===== config.mk =====
export PLATFORM = sky130hd
export DESIGN_NAME = cmp_sort_ctrl
export DESIGN_NICKNAME = d
export VERILOG_FILES = /design/src/rtl/cmp_sort_ctrl_pkg.sv /design/src/rtl/cmp_signed_gt.sv /design/src/rtl/cmp_sort_ctrl.sv
export SDC_FILE = /design/constraint.sdc
export NUM_CORES = 1
export LEC_CHECK = 0
export ABC_AREA = 1
export BUFFER_PORTS_ARGS = -buffer_cell sky130_fd_sc_hd__buf_2
export CAP_MARGIN = 20
export CORE_ASPECT_RATIO = 0.7
export CORE_UTILIZATION = 35
export CTS_BUF_LIST = sky130_fd_sc_hd__clkbuf_16
export DETAILED_ROUTE_END_ITERATION = 7
export RECOVER_POWER = 25
export SLEW_MARGIN = 15
export SYNTH_ARGS = -nofsm -noshare
export SYNTH_HDL_FRONTEND = slang
export SYNTH_SLANG_ARGS = --single-unit

===== constraint.sdc =====
create_clock -name clk -period 2.6 [get_ports clk]
set_input_delay 0.78 -clock clk [delete_from_list [all_inputs] [get_ports clk]]
set_output_delay 0.78 -clock clk [all_outputs]
set_load 0.005 [all_outputs]

===== src/rtl/cmp_sort_ctrl_pkg.sv =====
// rtl/cmp_sort_ctrl_pkg.sv - shared state encodings and default sizes for the sort sequencer
package cmp_sort_ctrl_pkg;

   typedef enum logic [1:0] {
      ST_LOAD = 2'd0,
      ST_SORT = 2'd1,
      ST_OUT  = 2'd2
   } state_t;

   localparam int DEF_N = 8;
   localparam int DEF_W = 4;

endpackage


===== src/rtl/cmp_signed_gt.sv =====
// rtl/cmp_signed_gt.sv - shared combinational signed greater-than comparator
module cmp_signed_gt #(
   parameter int W = 4
) (
   input  logic [W-1:0] a,
   input  logic [W-1:0] b,
   output logic         gt
);

   assign gt = $signed(a) > $signed(b);

endmodule


===== src/rtl/cmp_sort_ctrl.sv =====
// rtl/cmp_sort_ctrl.sv - load/bubble-sort/drain sequencer around one shared signed comparator
module cmp_sort_ctrl
   import cmp_sort_ctrl_pkg::*;
#(
   parameter int N = DEF_N,
   parameter int W = DEF_W
) (
   input  logic         clk,
   input  logic         reset,
   input  logic         in_valid,
   output logic         in_ready,
   input  logic [W-1:0] in_data,
   output logic         out_valid,
   input  logic         out_ready,
   output logic [W-1:0] out_data,
   output logic         busy
);

   localparam int IW = $clog2(N);
   localparam logic [IW-1:0] LAST_IDX  = IW'(N - 1);
   localparam logic [IW-1:0] LAST_PASS = IW'(N - 2);

   state_t        state;
   state_t        state_nx;
   logic [W-1:0]  mem [N];
   logic [IW-1:0] wr_ptr;
   logic [IW-1:0] rd_ptr;
   logic [IW-1:0] pass_i;
   logic [IW-1:0] idx_j;
   logic [IW-1:0] idx_j1;
   logic          gt;
   logic          in_fire;
   logic          out_fire;
   logic          pass_end;
   logic          sort_end;

   assign idx_j1 = idx_j + IW'(1);

   cmp_signed_gt #(.W(W)) u_cmp (
      .a  (mem[idx_j]),
      .b  (mem[idx_j1]),
      .gt (gt)
   );

   // Handshakes qualify on state only, so no input reaches an output combinationally.
   assign in_fire  = in_valid  && (state == ST_LOAD);
   assign out_fire = out_ready && (state == ST_OUT);
   assign pass_end = (idx_j == (LAST_PASS - pass_i));
   assign sort_end = pass_end && (pass_i == LAST_PASS);

   assign out_data = out_valid ? mem[rd_ptr] : '0;

   always_ff @(posedge clk) begin
      if (reset) begin
         state <= ST_LOAD;
      end else begin
         state <= state_nx;
      end
   end

   always_comb begin
      state_nx  = state;
      in_ready  = 1'b0;
      out_valid = 1'b0;
      busy      = 1'b0;
      case (state)
         ST_LOAD: begin
            in_ready = 1'b1;
            if (in_fire && (wr_ptr == LAST_IDX)) begin
               state_nx = ST_SORT;
            end
         end
         ST_SORT: begin
            busy = 1'b1;
            if (sort_end) begin
               state_nx = ST_OUT;
            end
         end
         ST_OUT: begin
            busy      = 1'b1;
            out_valid = 1'b1;
            if (out_fire && (rd_ptr == LAST_IDX)) begin
               state_nx = ST_LOAD;
            end
         end
         default: begin
            state_nx = ST_LOAD;
         end
      endcase
   end

   always_ff @(posedge clk) begin
      if (reset) begin
         wr_ptr <= '0;
         rd_ptr <= '0;
         pass_i <= '0;
         idx_j  <= '0;
         for (int k = 0; k < N; k++) begin
            mem[k] <= '0;
         end
      end else begin
         case (state)
            ST_LOAD: begin
               if (in_fire) begin
                  mem[wr_ptr] <= in_data;
                  wr_ptr      <= (wr_ptr == LAST_IDX) ? '0 : wr_ptr + IW'(1);
               end
            end
            ST_SORT: begin
               // Fixed schedule: every pair is visited even if already ordered.
               if (gt) begin
                  mem[idx_j]  <= mem[idx_j1];
                  mem[idx_j1] <= mem[idx_j];
               end
               if (pass_end) begin
                  idx_j  <= '0;
                  pass_i <= sort_end ? '0 : pass_i + IW'(1);
               end else begin
                  idx_j <= idx_j1;
               end
            end
            ST_OUT: begin
               if (out_fire) begin
                  rd_ptr <= (rd_ptr == LAST_IDX) ? '0 : rd_ptr + IW'(1);
               end
            end
            default: begin
               wr_ptr <= '0;
               rd_ptr <= '0;
               pass_i <= '0;
               idx_j  <= '0;
            end
         endcase
      end
   end

endmodule


==> impl_results.md <==
- Power Density: approximately 860 nW/um^2
- Worst path bufs/invs: 3
- Top-level I/O count: 15
- Skew-Pair Late Insertion Delay: ~0.30 ns
- RSZ-0062 raised after global routing: true
- Compound-Gate Fraction of Synth Area: around 16%
- Final #Nets: between 600 and 700
- Setup slack, reg-to-reg: -0.16 ns
- Die extent in y: between 80 and 90 um
- Vias/cell: ~5.3
- Reg clk slew, reported paths: ~0.070 ns
- R2R Path End: mem[0][1]$_DFFE_PP_
- Setup WS post-layout: -0.1561 ns
- Setup crit end kind: flop
- RD Place Congestion: around 0.96
- Total core area: 10430 um^2
- Final Max Slew Viols: 0
- ANT cells: 0
- Detailed Route WL: about 13 mm
- Reg-to-reg startpoint: idx_j[0]$_SDFFE_PP0P_
- Nature of the critical path startpoint: flop
- Delay-heaviest family, CP: simple AND/OR/NAND/NOR gates
- Mapped Nets: ~570
- DP Area: between 4000 and 5000 um^2
- Min Tclk post-route: ~2.8 ns
- Dominant synthesized flop cell: edfxtp_1
- Routed Antenna Nets: 0
- Worst Skew: approximately 0.0089 ns
- GR Overflow Total: 0
- Initial antenna violation count: 0
- CP max-delay cell: dfxtp_4
- Synth unique cells: 28
- Worst-margin pin slew: 0.4526 ns
- Die width: ~130 um
- Vias in the first global route: roughly 3700
- Clock root cell: clkbuf_16
- Worst min path class: flop to flop
- Leakage: 2.338 nW
- WHS Path Cells: 2
- Peak VDD IR: between 300 and 400 uV
- Share of the synthesized area in the top cell type: ~25%
- Metal-1 WL: 6.309 mm
- Syn Std Cell Area: between 3000 and 4000 um^2
- CP Data Required Time: 2.61 ns
- Count leader, synth: nand2_1
- Cell taking the most area after synthesis: edfxtp_1
- Routed wl met2: around 5.2 mm
- Max-cap viol count: 0
- Setup WS pre-CTS: -0.3765 ns
- Post-route cell area: between 5000 and 6000 um^2
- Post-synthesis mux area share: 0%
- Violated checks: negative setup slack
- CP cell instances: ha_4, buf_6, nand2_4, nor2_1, nor2_1, nand2_2, ha_1, inv_1, nand3_2, nand3_2, nand2_2, nand2_4, nand2_4, buf_12, nand2_8, nand2_8, nor2_8, nand2_2, nand3_4
- Residual DRC: 0
- Hold endpoint: pass_i[1]$_SDFFE_PP0P_
- Drt pass-1 iters: 5
- Layout Utilization: slightly above 50%
- PortBufs: 14
- Max Clk Rate: about 0.36 GHz
- Yosys warns: 0
- Worst path max stage delay: 0.37 ns
- Critical path class: flop to flop
- FF+latch count, synth: between 50 and 60
- # clock sinks: 52
- Pin count of the biggest net entering global routing: 23
- Worst Path Arrival: roughly 2.8 ns
- Largest family of logic cells by synthesized area: simple AND/OR/NAND/NOR gates
- Commonest cells post-synth: 164 x nand2_1, 57 x inv_1, 55 x nand3_1, 54 x o21ai_0, 46 x nor2_1
- Rows: 31
- Seq/Total Area, Yosys: approximately 36%
- Avg WL per Cell: 16.76 um
- Synth Area in Adders: between 4 and 5%
- Area Overhead vs Synth: 41.97%
- Final Hold Fails: 0
- Post-Syn Instances: 544
- Status: finished with violations
- Hpwl dp: 9.329 mm
- CP Max Fanout: 7
- Cts bufs inserted: 5
- Share of layout cells above drive strength 1: about a third
- Largest cells by area after synthesis: edfxtp_1 25%, nand2_1 16%, dfxtp_1 11%, nand3_1 7.3%, o21ai_0 7.1%
- Total GRT Usage: roughly a quarter
- Top Metal Used: met4
- DR WL met3: about 1.1 mm
- R2R depth: 19
- Initial Util: between 30% and 40%
- Fill cell count: approximately 950
- Die ar.: approximately 11000 um^2
- Total Power: between 4 and 5 mW
- H-tree Lvls: 2
- Vias: about 4000
- First-pass GRT wire length: approximately 20 mm
- Longest Clk Path Bufs: 2
- Avg Inst Size Synth: 6.971 um^2
- Fin crit share: 106.0%
- Post-synth EDFFs: 32
- Hold path startpoint: pass_i[1]$_SDFFE_PP0P_
- Post-Synth Simple-Gate Area: 33.82%
- Final setup fails: 64
- Xor/xnor share of the synthesized area: less than 1%
- DRT iter0 DRCs: 554
- Slew margin rel.: between 60% and 70%
- CTS tree: built
- Asr flop ratio synth: 0%
## layer usage
layer	up-vias	GRT usage, %
met5	-	0
met4	0	5.476
met3	17	3.411
met2	169	35.31
met1	1871	34.66
li1	1957	-
## worst register-to-register path: stages (launching register included)
cell	delay [ns]
dfxtp_4	0.37
ha_4	0.27
buf_6	0.13
nand2_4	0.08
nor2_1	0.05
nor2_1	0.14
nand2_2	0.11
ha_1	0.19
inv_1	0.07
nand3_2	0.08
nand3_2	0.06
nand2_2	0.07
nand2_4	0.12
nand2_4	0.08
buf_12	0.16
nand2_8	0.07
nand2_8	0.07
nor2_8	0.16
nand2_2	0.09
nand3_4	0.08
## where the power goes
part           internal [mW]  total, mW  switching [mW]
Combinational           1.16       2.76            1.60
Clock                  0.365      0.708           0.343
Sequential              1.03       1.18           0.156
## worst max path at each step
stage	from	endpoint	slack (ns)	depth (start not counted)
2_1_floorplan	idx_j[0]$_SDFFE_PP0P_	mem[2][0]$_DFFE_PP_	-0.02	20
3_3_place_gp	idx_j[0]$_SDFFE_PP0P_	mem[3][1]$_DFFE_PP_	-0.36	18
3_5_place_dp	idx_j[0]$_SDFFE_PP0P_	mem[2][2]$_DFFE_PP_	-0.38	18
4_1_cts	idx_j[0]$_SDFFE_PP0P_	mem[0][1]$_DFFE_PP_	-0.09	21
5_1_grt	idx_j[0]$_SDFFE_PP0P_	mem[3][2]$_DFFE_PP_	-0.30	20
6_report	idx_j[0]$_SDFFE_PP0P_	mem[0][1]$_DFFE_PP_	-0.16	19
## layout by cell type (no fill, tap or decap), drive strengths merged
master    instances
inv              61
a21oi            33
edfxtp           32
o211ai            7
a211oi            2
o21ai            56
xor2              2
buf              94
a31oi             9
dfxtp            20
nand3b            1
nand2           176
nor2             51
bufbuf            1
clkbuf            5
nor3              4
ha               14
clkinv            1
clkinvlp          2
nand3            55
## kinds of logic (layout without fill, tap and decap cells)
family | after synthesis | after routing
simple gates | 287 | 287
compound gates | 107 | 107
buf+inv | 82 | 164
flops | 52 | 52
fa+ha+maj | 14 | 14
xor+xnor | 2 | 2
## per-stage QoR
stage / hold slack (ns) / setup TNS (ns) / instances
2_1_floorplan: 0.4544 / -0.4265 / 544
3_3_place_gp: 0.4722 / -19.26 / 733
3_5_place_dp: 0.4816 / -20.61 / 733
4_1_cts: 0.4923 / -3.320 / 754
5_1_grt: 0.5168 / -16.48 / 758
6_report: 0.4930 / -7.378 / 758
## timing repair
| item | 4_1_cts | 5_1_grt |
|---|---|---|
| cloned | 1 | 0 |
| pin swaps | 33 | 31 |
| hold endpoints to repair | 0 | 0 |
| buffers inserted | 12 | 4 |
| setup endpoints to repair | 64 | 67 |
| gates resized for setup | 82 | 30 |
| hold buffers | 0 | 0 |
## area by class of cell
| class | count | area (um^2) | share of cell area [%] |
|---|---|---|---|
| Sequential cell | 52 | 1373 | 25.49 |
| Clock buffer | 5 | 125.1 | 2.324 |
| Inverter | 61 | 239.0 | 4.439 |
| Timing Repair Buffer | 95 | 794.5 | 14.76 |
| Tap cell | 132 | 165.2 | 3.068 |
| Multi-Input combinational cell | 410 | 2661 | 49.43 |
| Clock inverter | 3 | 26.28 | 0.4880 |
(Power assumes the default switching activity.)
